<file path="src/rtl/bitrev_reorder_buffer.sv">
// Ping-pong frame buffer: accepts FFT samples in bit-reversed order and emits them in natural order.
// Optional out_last port is enabled with `define REORDER_LAST_EN.
module bitrev_reorder_buffer #(
  parameter int DATA_WIDTH = 16,
  parameter int N_LOG2     = 3
) (
  input  logic                  clk,
  input  logic                  clr,
  input  logic                  in_valid,
  output logic                  in_ready,
  input  logic [DATA_WIDTH-1:0] in_data,
  output logic                  out_valid,
  input  logic                  out_ready,
  output logic [DATA_WIDTH-1:0] out_data
`ifdef REORDER_LAST_EN
  ,
  output logic                  out_last
`endif
);

  localparam int N = 1 << N_LOG2;

  function automatic logic [N_LOG2-1:0] bitrev(input logic [N_LOG2-1:0] a);
    logic [N_LOG2-1:0] r;
    for (int i = 0; i < N_LOG2; i++) begin
      r[i] = a[N_LOG2-1-i];
    end
    return r;
  endfunction

  logic [DATA_WIDTH-1:0] mem_q [0:1][0:N-1];

  logic                  wr_bank_q, wr_bank_d;
  logic [N_LOG2-1:0]     wr_cnt_q, wr_cnt_d;
  logic                  rd_bank_q, rd_bank_d;
  logic [N_LOG2-1:0]     rd_cnt_q, rd_cnt_d;
  logic [1:0]            full_q, full_d;
  logic                  out_valid_q, out_valid_d;
  logic [DATA_WIDTH-1:0] out_data_q, out_data_d;

  logic wr_fire;
  logic rd_load;
  logic wr_last;
  logic rd_last;

  // in_ready depends on registers only, so there is no in_valid -> in_ready path.
  assign in_ready = !full_q[wr_bank_q];
  assign wr_fire  = in_valid && in_ready;
  assign rd_load  = full_q[rd_bank_q] && (!out_valid_q || out_ready);
  assign wr_last  = &wr_cnt_q;
  assign rd_last  = &rd_cnt_q;

  always_comb begin
    wr_bank_d   = wr_bank_q;
    wr_cnt_d    = wr_cnt_q;
    rd_bank_d   = rd_bank_q;
    rd_cnt_d    = rd_cnt_q;
    full_d      = full_q;
    out_valid_d = out_valid_q;
    out_data_d  = out_data_q;

    if (wr_fire) begin
      wr_cnt_d = wr_cnt_q + 1'b1;
      if (wr_last) begin
        full_d[wr_bank_q] = 1'b1;
        wr_bank_d         = !wr_bank_q;
      end
    end

    // The bank is released when its last word enters the output register,
    // not when downstream takes it; wr_bank and rd_bank never hit the same bank here.
    if (rd_load) begin
      out_data_d  = mem_q[rd_bank_q][rd_cnt_q];
      out_valid_d = 1'b1;
      rd_cnt_d    = rd_cnt_q + 1'b1;
      if (rd_last) begin
        full_d[rd_bank_q] = 1'b0;
        rd_bank_d         = !rd_bank_q;
      end
    end else if (out_ready) begin
      out_valid_d = 1'b0;
    end
  end

  always_ff @(posedge clk) begin
    if (clr) begin
      wr_bank_q   <= 1'b0;
      wr_cnt_q    <= '0;
      rd_bank_q   <= 1'b0;
      rd_cnt_q    <= '0;
      full_q      <= '0;
      out_valid_q <= 1'b0;
      out_data_q  <= '0;
    end else begin
      wr_bank_q   <= wr_bank_d;
      wr_cnt_q    <= wr_cnt_d;
      rd_bank_q   <= rd_bank_d;
      rd_cnt_q    <= rd_cnt_d;
      full_q      <= full_d;
      out_valid_q <= out_valid_d;
      out_data_q  <= out_data_d;
    end
  end

  // Sample storage is deliberately left unreset.
  always_ff @(posedge clk) begin
    if (wr_fire && !clr) begin
      mem_q[wr_bank_q][bitrev(wr_cnt_q)] <= in_data;
    end
  end

  assign out_valid = out_valid_q;
  assign out_data  = out_data_q;

`ifdef REORDER_LAST_EN
  logic out_last_q, out_last_d;

  always_comb begin
    out_last_d = out_last_q;
    if (rd_load) begin
      out_last_d = rd_last;
    end
  end

  always_ff @(posedge clk) begin
    if (clr) begin
      out_last_q <= 1'b0;
    end else begin
      out_last_q <= out_last_d;
    end
  end

  assign out_last = out_last_q;
`endif

endmodule
</file>
<file path="config.mk">
export PLATFORM = sky130hd
export DESIGN_NAME = bitrev_reorder_buffer
export DESIGN_NICKNAME = d
export VERILOG_FILES = /design/src/rtl/bitrev_reorder_buffer.sv
export SDC_FILE = /design/constraint.sdc
export NUM_CORES = 1
export LEC_CHECK = 0
export BUFFER_PORTS_ARGS = -buffer_cell sky130_fd_sc_hd__buf_2
export CAP_MARGIN = 20
export CORE_UTILIZATION = 50
export CTS_CLUSTER_SIZE = 20
export DETAILED_ROUTE_END_ITERATION = 6
export PLACE_DENSITY_LB_ADDON = 0.1
export SLEW_MARGIN = 20
export SYNTH_ARGS = -nofsm -noshare
export SYNTH_HDL_FRONTEND = slang
export SYNTH_SLANG_ARGS = --single-unit
</file>
<file path="constraint.sdc">
create_clock -name clk -period 5.4 [get_ports clk]
set_input_delay 0.27 -clock clk [delete_from_list [all_inputs] [get_ports clk]]
set_output_delay 0.27 -clock clk [all_outputs]
set_load 0.005 [all_outputs]
</file>
==> results.py, run 1 <==
metrics = {
    "status": {
        "status": "finished, final reports clean",
    },
    "grt": {
        "grt_use_total": 0.220,
        "grt_pass1_vias": 5546,
        "antenna_found_initial": 0,
        "grt_max_degree": 50,
        "grt_pass1_wl_mm": 34.9,
        "grt.overflow.total": 0,
    },
    "sta": {
        "fin_tns_setup_ns": 0,
        "final-hold-violation-count": 0,
        "finalCritPeriodShare": 0.476,
        "rsz0062_at_grt": "false",
        "setup_viol": 0,
        "skew_ns": 0.0181,
        "fmax_ghz": 0.389,
        "slew_viol_final": 0,
        "hold_slack_ns": 0.0828,
        "min_period_ns": 2.57,
        "slew_headroom": 0.287,
        "worst_pin_slew_ns": 1.07,
    },
    "power_and_ir_drop": {
        "ir_worst_vdd_mv": 0.301,
        "powerDensity_nw_per_um2": 361,
        "totalPowerFinal_uw": 4520,
        "cellLeakagePower_uw": 0.00393,
    },
    "worst_hold_path": {
        "min_path_cells": 1,
        "worstHoldPathType": "primary input to register",
        "min_to": "mem_q[1][84]$_DFFE_PP_",
        "hold_start": "in_data[4]",
    },
    "logic_synthesis": {
        "yosysSeqAreaShare": 0.756,
        "avgSynthCellArea_um2": 20.9,
        "synthArstFlopShare": 0,
        "yosys.cell_count.top_type": "edfxtp_1",
        "synth-seq-cells": 284,
        "synth_cells": 522,
        "synth_ff_type": "edfxtp_1",
        "syn_nets": 550,
        "ys_warn_count": 0,
        "synth_top_cells_by_count": "256 x edfxtp_1, 64 x mux4_2, 33 x mux2i_1, 28 x dfxtp_1",
        "yosysTopAreaCell": "edfxtp_1",
        "syn_area_um2": 10900,
        "synthTopCellsByArea": "edfxtp_1 70%, mux4_2 13%, dfxtp_1 5.1%, mux2i_1 3.0%, o221ai_1 1.3%",
        "synth_edf_count": 256,
        "synth_top_area_frac": 0.704,
        "yosysUniqueCellTypes": 34,
    },
    "route": {
        "viasPerCell": 6.07,
        "post_drt_wl_per_cell_um": 26.4,
        "antenna_left": 0,
        "wl_mm": 23.2,
        "drc_errors": 0,
        "drt_iter0_markers": 403,
        "vias": 5329,
        "drt_first_pass_iters": 4,
    },
    "critical_path": {
        "end_kind": "register",
        "critPathMaxFanout": 16,
        "critPathArrivalTime_ns": 2.74,
        "required_ns": 5.57,
        "r2r_slack_ns": 2.97,
        "start_kind": "primary input",
        "reg2reg_to": "mem_q[0][6]$_DFFE_PP_",
        "crit_type": "primary input to register",
        "reg2regPathDepth": 5,
        "r2r_start": "wr_cnt_q[1]$_SDFFE_PP0N_",
    },
    "cells_and_area": {
        "seqCellArea_um2": 8250,
        "drive_above_1_share": 0.297,
        "multi_input_area_um2": 2550,
        "diodes": 0,
        "final_nets": 608,
        "fill_cells": 1566,
        "area_growth_pct": 14.6,
    },
    "clock_network": {
        "ctsHoldBuffers": 1,
        "cts.sink_count": 284,
        "numCtsBuffers": 29,
        "cts_root_buf": "clkbuf_16",
        "cts_tree": "built",
        "clkTransAtPathRegs_ns": 0.06,
        "post_cts_buffers": 0,
        "post_cts_resized": 0,
        "h-tree-depth": 1,
        "ctsLongestPathBuffers": 3,
        "clock_latency_ns": 0.56,
    },
    "floorplan": {
        "core_um2": 21200,
        "die_x_um": 150,
        "initial_core_util": 0.514,
        "core.rowCount": 53,
        "fp.dieH_um": 150,
        "die-area_um2": 22400,
        "ioPinCount": 38,
    },
    "placement": {
        "place_congestion": 0.762,
        "port_buffers": 37,
        "dpl.hpwl_mm": 12.9,
    },
    "flow_run": {
        "max_cap_viol_count": 0,
    },
}
## state kept, by name, indices dropped and copies added (netlist names), named ones only
signal and cells:
full_q 2, out_data 16, wr_bank_q 1, rd_bank_q 1, rd_cnt_q 3, mem_q 256, wr_cnt_q 3, out_valid 1
## critical path, cell delays in order
cell,delay [ns]
dlygate4sd3_1,0.52
buf_2,0.16
nor2b_1,0.37
nor4bb_1,0.50
and2_1,0.91
## cell usage in the layout (no fill, tap or decap), types with 7 or more instances in the layout
cell type	count
buf_2	37
dfxtp_1	25
mux2i_1	32
ha_1	8
o221ai_1	16
edfxtp_1	256
inv_1	9
o211ai_1	16
clkbuf_16	29
buf_4	14
clkbuf_1	7
mux4_2	64
a21oi_1	10
## metrics by stage
stage	setup slack (ns)	instances	utilization	instance area (um^2)
finish	2.83	878	0.590	12500
global route	2.64	878	0.590	12500
CTS	2.71	876	0.588	12500
detailed placement	2.73	821	0.542	11500
global placement	2.74	820	0.541	11500
floorplan	2.14	522	-	10900
## kinds of logic after synthesis
kind of cell,after synthesis,share of synthesized area
DFF,284,0.756
buffers and inverters,39,0.0151
AOI/OAI and AO/OA,53,0.0351
and+or+nand+nor,39,0.0204
muxes,99,0.164
adders and majority gates,8,0.00917
## worst max-delay path by stage
stage	start	to	slack, ns	depth (start not counted)
after CTS	register	out_data[14]$_SDFFE_PP0P_	2.71	4
after global routing	in_valid	mem_q[1][56]$_DFFE_PP_	2.64	5
after detailed placement	register	out_data[14]$_SDFFE_PP0P_	2.73	4
final	in_valid	mem_q[1][56]$_DFFE_PP_	2.83	5
after global placement	register	out_data[14]$_SDFFE_PP0P_	2.74	4
after floorplan	wr_bank_q$_SDFFE_PP0P_	mem_q[0][16]$_DFFE_PP_	2.14	5
## where the power goes
group          switching, uW  internal, uW  total, uW
sequential              5.34          2410       2410
clock                    815          1210       2020
combinational           55.6          23.9       79.5
## final cells by class
type	instances	area share
Clock buffer	38	0.0623
Clock inverter	16	0.0152
Inverter	11	0.00330
Multi-Input combinational cell	199	0.204
Sequential cell	284	0.660
Tap cell	275	0.0275
Timing Repair Buffer	55	0.0283
## layer usage
metal	up-vias	wire, um	global-route usage
met1	2777	10200	0.312
met3	52	1430	0.0366
met5	-	0	0
li1	2308	-	-
met2	192	10800	0.344
met4	0	787	0.0838
Note: power is estimated with default switching activity, not from simulation.
==> run 2: changes to the inputs <==
==> constraint.sdc (replaced) <==
create_clock -name clk -period 2.7 [get_ports clk]
set_input_delay 0.135 -clock clk [delete_from_list [all_inputs] [get_ports clk]]
set_output_delay 0.135 -clock clk [all_outputs]
set_load 0.005 [all_outputs]
==> run 2 against run 1 <==
  * Core utilization increased by 1.2 points
  * Largest power group unchanged
  * Critical endpoint is now mem_q[1][17]$_DFFE_PP_
  * Worst hold slack got worse by 0.061 ns
  * Critical path depth unchanged
  * Global-route usage decreased by 0.13 points
  * Largest cell class unchanged
  * Cell area increased by 2.0%
  * Clock power increased by 99%
  * Clock-buffer cell count increased by 8
  * Routed wire length decreased by 0.75%
  * Combinational power increased by 130%
  * Worst setup slack got worse by 2.3 ns
  * Critical path type is now register to register
  * Sequential share of layout area decreased by 1.3 points
==> results.py, run 2 (synthesis results as in run 1) <==
metrics = {
    "route": {
        "drc_errors": 0,
        "drt_first_pass_iters": 5,
        "drt_iter0_markers": 469,
        "viasPerCell": 5.99,
        "antenna_left": 0,
        "vias": 5400,
        "post_drt_wl_per_cell_um": 25.5,
        "wl_mm": 23.0,
    },
    "cells_and_area": {
        "drive_above_1_share": 0.295,
        "stdcell_area_um2": 12800,
        "most-common-layout-cells": "256 x edfxtp_1, 64 x mux4_2, 37 x buf_2",
        "diodes": 0,
        "regMostFlops": "mem_q",
        "area_growth_pct": 17.0,
        "fill_cells": 1518,
        "largest_reg_flops": 256,
        "layout_commonest_cell": "edfxtp_1",
        "final_nets": 633,
    },
    "floorplan": {
        "ioPinCount": 38,
        "die-area_um2": 22400,
        "initial_core_util": 0.514,
        "fp.dieH_um": 150,
        "die_x_um": 150,
        "core_um2": 21200,
        "core.rowCount": 53,
    },
    "placement": {
        "port_buffers": 37,
        "dpl_cell_area_um2": 11600,
        "place_congestion": 0.848,
        "dpl.hpwl_mm": 12.9,
    },
    "worst_hold_path": {
        "worstHoldPathType": "primary input to register",
    },
    "critical_path": {
        "slowest_delay_ns": 0.57,
        "end_kind": "register",
        "crit_type": "register to register",
        "path_cells": "mux2_2 > inv_2 > nand2_1 > nor4bb_4 > buf_4",
        "start_kind": "register",
        "required_ns": 2.91,
        "critPathMaxFanout": 16,
        "crit_slowest_cell": "dfxtp_1",
        "critPathArrivalTime_ns": 2.35,
    },
    "flow_run": {
        "max_cap_viol_count": 0,
    },
    "clock_network": {
        "cts.sink_count": 284,
        "post_cts_buffers": 0,
        "ctsHoldBuffers": 18,
        "cts_root_buf": "clkbuf_16",
        "cts_tree": "built",
        "post_cts_resized": 0,
        "clkTransAtPathRegs_ns": 0.06,
        "clock_latency_ns": 0.53,
        "h-tree-depth": 1,
        "ctsLongestPathBuffers": 3,
        "numCtsBuffers": 29,
    },
    "power_and_ir_drop": {
        "powerDensity_nw_per_um2": 707,
        "cellLeakagePower_uw": 0.00404,
        "ir_worst_vdd_mv": 0.806,
    },
    "sta": {
        "worst_pin_slew_ns": 0.718,
        "fin_tns_setup_ns": 0,
        "setup_viol": 0,
        "min_period_ns": 2.14,
        "final-hold-violation-count": 0,
        "finalCritPeriodShare": 0.794,
        "rsz0062_at_grt": "false",
        "skew_ns": 0.0118,
        "slew_viol_final": 0,
        "slew_headroom": 0.522,
        "fmax_ghz": 0.467,
    },
    "grt": {
        "grt.overflow.total": 0,
        "grt_pass1_vias": 5584,
        "antenna_found_initial": 0,
        "grt_max_degree": 67,
        "grt_pass1_wl_mm": 34.7,
        "grt_use_total": 0.218,
    },
    "status": {
        "status": "finished, final reports clean",
    },
}
-- run 2: cell count changes in the layout (fill, tap and decap cells not counted), sizes merged --
cell,change
bufinv,-1
dlygate4sd3,+17
clkbuf,+8
buf,+8
clkinvlp,-1
inv,-1
clkinv,-6
-- run 2: critical path: cells and delay by family (launching register included) --
family / cells / cell delay (ns)
AND/OR/NAND/NOR: 2 / 0.41
flip-flops: 1 / 0.57
buffers and inverters: 2 / 0.41
multiplexers: 1 / 0.42
-- run 2: metal layers --
metal | vias to the layer above | part of all wire | global-route usage
met1 | 2835 | 0.44 | 0.324
met2 | 179 | 0.47 | 0.342
met3 | 35 | 0.062 | 0.0351
li1 | 2351 | - | -
met4 | 0 | 0.020 | 0.0535
met5 | - | 0 | 0
-- run 2: final timing paths --
| kind | slack (ns) | startpoint | endpoint | cells past startpoint |
|---|---|---|---|---|
| worst min register to register | 0.53 | out_data[8]$_SDFFE_PP0P_ | out_data[8]$_SDFFE_PP0P_ | 2 |
| worst min-delay path | 0.02 | out_ready | out_valid$_SDFFE_PP0P_ | 3 |
| worst max register to register | 0.56 | wr_bank_q$_SDFFE_PP0P_ | mem_q[1][17]$_DFFE_PP_ | 5 |
| worst max-delay path | 0.56 | wr_bank_q$_SDFFE_PP0P_ | mem_q[1][17]$_DFFE_PP_ | 5 |
-- run 2: layout make-up --
| type | count | area (um^2) | area share |
|---|---|---|---|
| Sequential cell | 284 | 8250 | 0.647 |
| Multi-Input combinational cell | 199 | 2560 | 0.200 |
| Clock buffer | 46 | 860 | 0.0673 |
| Timing Repair Buffer | 80 | 603 | 0.0472 |
| Tap cell | 275 | 344 | 0.0270 |
| Clock inverter | 7 | 108 | 0.00843 |
| Inverter | 11 | 41.3 | 0.00323 |
-- run 2: metrics by stage --
step                      power (uW)  worst slack (ns)  utilization  hold slack, ns  instances
final                           9030             0.557        0.602          0.0219        902
after global routing            9260             0.417        0.602          0.0576        902
after global placement          5080             0.647        0.548           0.437        831
after detailed placement        5090             0.538        0.548           0.448        831
after CTS                       9090             0.545        0.602         0.00301        902
after floorplan                 4980            0.0901            -           0.234        522
-- run 2: power by group --
part	internal (uW)	switching, uW
Sequential	4820	10.7
Combinational	65.5	121
Clock	2450	1560
Total	7330	1700
==> run 3: changes to the inputs <==
==> constraint.sdc (replaced) <==
create_clock -name clk -period 1.81 [get_ports clk]
set_input_delay 0.0905 -clock clk [delete_from_list [all_inputs] [get_ports clk]]
set_output_delay 0.0905 -clock clk [all_outputs]
set_load 0.005 [all_outputs]
==> run 3 against run 2 <==
  * Combinational power grew 59%
  * Non-clock buffer count up 24
  * First-iteration DRC count decreased by 6.8%
  * Core utilization rose by 1.6 points
  * Sequential share of layout area is 1.6 points lower
  * Cell count increased by 2.4%
  * Clock power up 47%
  * Critical path type unchanged
  * Critical endpoint is now wr_cnt_q[2]$_SDFFE_PP0N_
  * Largest cell class unchanged
  * Largest power group unchanged
  * Highest routed layer unchanged
==> results.py, run 3 (synthesis results as in run 1) <==
metrics = {
    "clock_network": {
        "cts.sink_count": 284,
        "numCtsBuffers": 28,
        "cts_root_buf": "clkbuf_16",
        "clock_latency_ns": 0.54,
        "ctsLongestPathBuffers": 3,
        "post_cts_buffers": 0,
        "cts_tree": "built",
        "clkTransAtPathRegs_ns": 0.06,
        "h-tree-depth": 1,
    },
    "power_and_ir_drop": {
        "cellLeakagePower_uw": 0.00418,
        "powerDensity_nw_per_um2": 1020,
        "ir_worst_vdd_mv": 0.796,
    },
    "route": {
        "post_drt_wl_per_cell_um": 25.6,
        "wl_mm": 23.7,
        "vias": 5542,
        "drt_first_pass_iters": 5,
        "antenna_left": 0,
        "drc_errors": 0,
        "viasPerCell": 6.00,
        "drt_iter0_markers": 437,
    },
    "grt": {
        "grt_pass1_wl_mm": 35.6,
        "grt_pass1_vias": 5762,
        "grt.overflow.total": 0,
        "grt_use_total": 0.224,
        "grt_max_degree": 37,
        "antenna_found_initial": 0,
    },
    "cells_and_area": {
        "drive_above_1_share": 0.333,
        "largest_reg_flops": 256,
        "final_nets": 656,
        "diodes": 0,
        "layoutNonFillerInstCount": 924,
        "layout_commonest_cell": "edfxtp_1",
        "most-common-layout-cells": "256 x edfxtp_1, 64 x mux4_2, 37 x buf_2",
        "regMostFlops": "mem_q",
        "area_growth_pct": 20.1,
    },
    "floorplan": {
        "die_x_um": 150,
        "core.rowCount": 53,
        "die-area_um2": 22400,
        "fp.dieH_um": 150,
        "ioPinCount": 38,
        "initial_core_util": 0.514,
        "core_um2": 21200,
    },
    "placement": {
        "dpl.cell_count": 853,
        "place_congestion": 0.835,
        "port_buffers": 37,
        "dpl.hpwl_mm": 14.1,
    },
    "sta": {
        "setup_viol": 0,
        "final-hold-violation-count": 0,
        "slew_headroom": 0.704,
        "fin_tns_setup_ns": 0,
        "skew_ns": 0.00778,
        "finalCritPeriodShare": 0.970,
        "min_period_ns": 1.76,
        "slew_viol_final": 0,
        "rsz0062_at_grt": "false",
        "worst_pin_slew_ns": 0.438,
        "fmax_ghz": 0.570,
    },
    "critical_path": {
        "critPathArrivalTime_ns": 2.23,
        "crit_type": "register to register",
        "start_kind": "register",
        "required_ns": 2.28,
        "r2r_start": "wr_cnt_q[0]$_SDFFE_PP0N_",
        "end_kind": "register",
        "r2r_slack_ns": 0.05,
        "critPathMaxFanout": 4,
        "reg2regPathDepth": 4,
        "reg2reg_to": "wr_cnt_q[2]$_SDFFE_PP0N_",
    },
    "status": {
        "status": "finished, final reports clean",
    },
    "worst_hold_path": {
        "min_path_cells": 2,
        "worstHoldPathType": "primary input to register",
        "hold_start": "in_data[6]",
        "min_to": "mem_q[0][6]$_DFFE_PP_",
    },
    "flow_run": {
        "max_cap_viol_count": 0,
    },
}
run 3: cell count changes in the layout (fill, tap and decap cells not counted), sizes merged:
| cell | change |
|---|---|
| dlygate4sd3 | +2 |
| clkinv | +4 |
| buf | +22 |
| clkinvlp | +4 |
| clkbuf | -11 |
| bufinv | +1 |
run 3: critical path, cell delays in order, from the launching register on:
cell,delay [ns]
dfxtp_2,0.34
ha_2,0.21
ha_1,0.27
a311oi_1,0.28
dlygate4sd3_1,0.59
run 3: metal layers:
layer  up-vias  GRT usage  wire length, um
li1       2417          -                -
met1      2895      0.330            10600
met2       188      0.349            11200
met3        42     0.0299             1260
met4         0     0.0753              618
met5         -          0                0
run 3: cell type report:
| type | instances | area [um^2] |
|---|---|---|
| Tap cell | 275 | 344 |
| Timing Repair Buffer | 104 | 926 |
| Fill cell | 1495 | 8120 |
| Clock buffer | 35 | 757 |
| Inverter | 11 | 43.8 |
| Clock inverter | 16 | 196 |
| Sequential cell | 284 | 8260 |
| Multi-Input combinational cell | 199 | 2580 |
run 3: worst max-delay path by stage:
stage / start / endpoint / slack, ns / depth (start not counted)
floorplan: wr_bank_q$_SDFFE_PP0P_ / mem_q[1][16]$_DFFE_PP_ / -0.21 / 5
global placement: register / out_data[14]$_SDFFE_PP0P_ / 0.15 / 4
detailed placement: wr_bank_q$_SDFFE_PP0P_ / mem_q[1][27]$_DFFE_PP_ / 0.11 / 5
CTS: wr_cnt_q[0]$_SDFFE_PP0N_ / wr_cnt_q[2]$_SDFFE_PP0N_ / 0.07 / 4
global route: wr_cnt_q[0]$_SDFFE_PP0N_ / wr_cnt_q[2]$_SDFFE_PP0N_ / 0.02 / 4
finish: wr_cnt_q[0]$_SDFFE_PP0N_ / wr_cnt_q[2]$_SDFFE_PP0N_ / 0.05 / 4
run 3: per-stage QoR:
| step | util | hold slack [ns] | cell area, um^2 | worst slack [ns] | power (uW) |
|---|---|---|---|---|---|
| after floorplan | - | 0.189 | 11000 | -0.213 | 7440 |
| after global placement | 0.563 | 0.414 | 11900 | 0.151 | 7590 |
| after detailed placement | 0.563 | 0.419 | 11900 | 0.108 | 7600 |
| after CTS | 0.617 | 0.457 | 13100 | 0.0714 | 13500 |
| after global routing | 0.618 | 0.477 | 13100 | 0.0179 | 13800 |
| final | 0.618 | 0.471 | 13100 | 0.0545 | 13400 |
run 3: power breakdown:
group	leakage, uW	internal [uW]	switching (uW)
combinational	0.00119	114	181
clock	0.000453	3530	2350
sequential	0.00254	7190	15.0
total	0.00418	10800	2550
run 3: timing repair:
item | CTS | global route
endpoints found under the setup margin | 0 | 1
endpoints found under the hold margin | 265 | 0
hold buffers | 20 | 0
gates resized for setup | 0 | 6
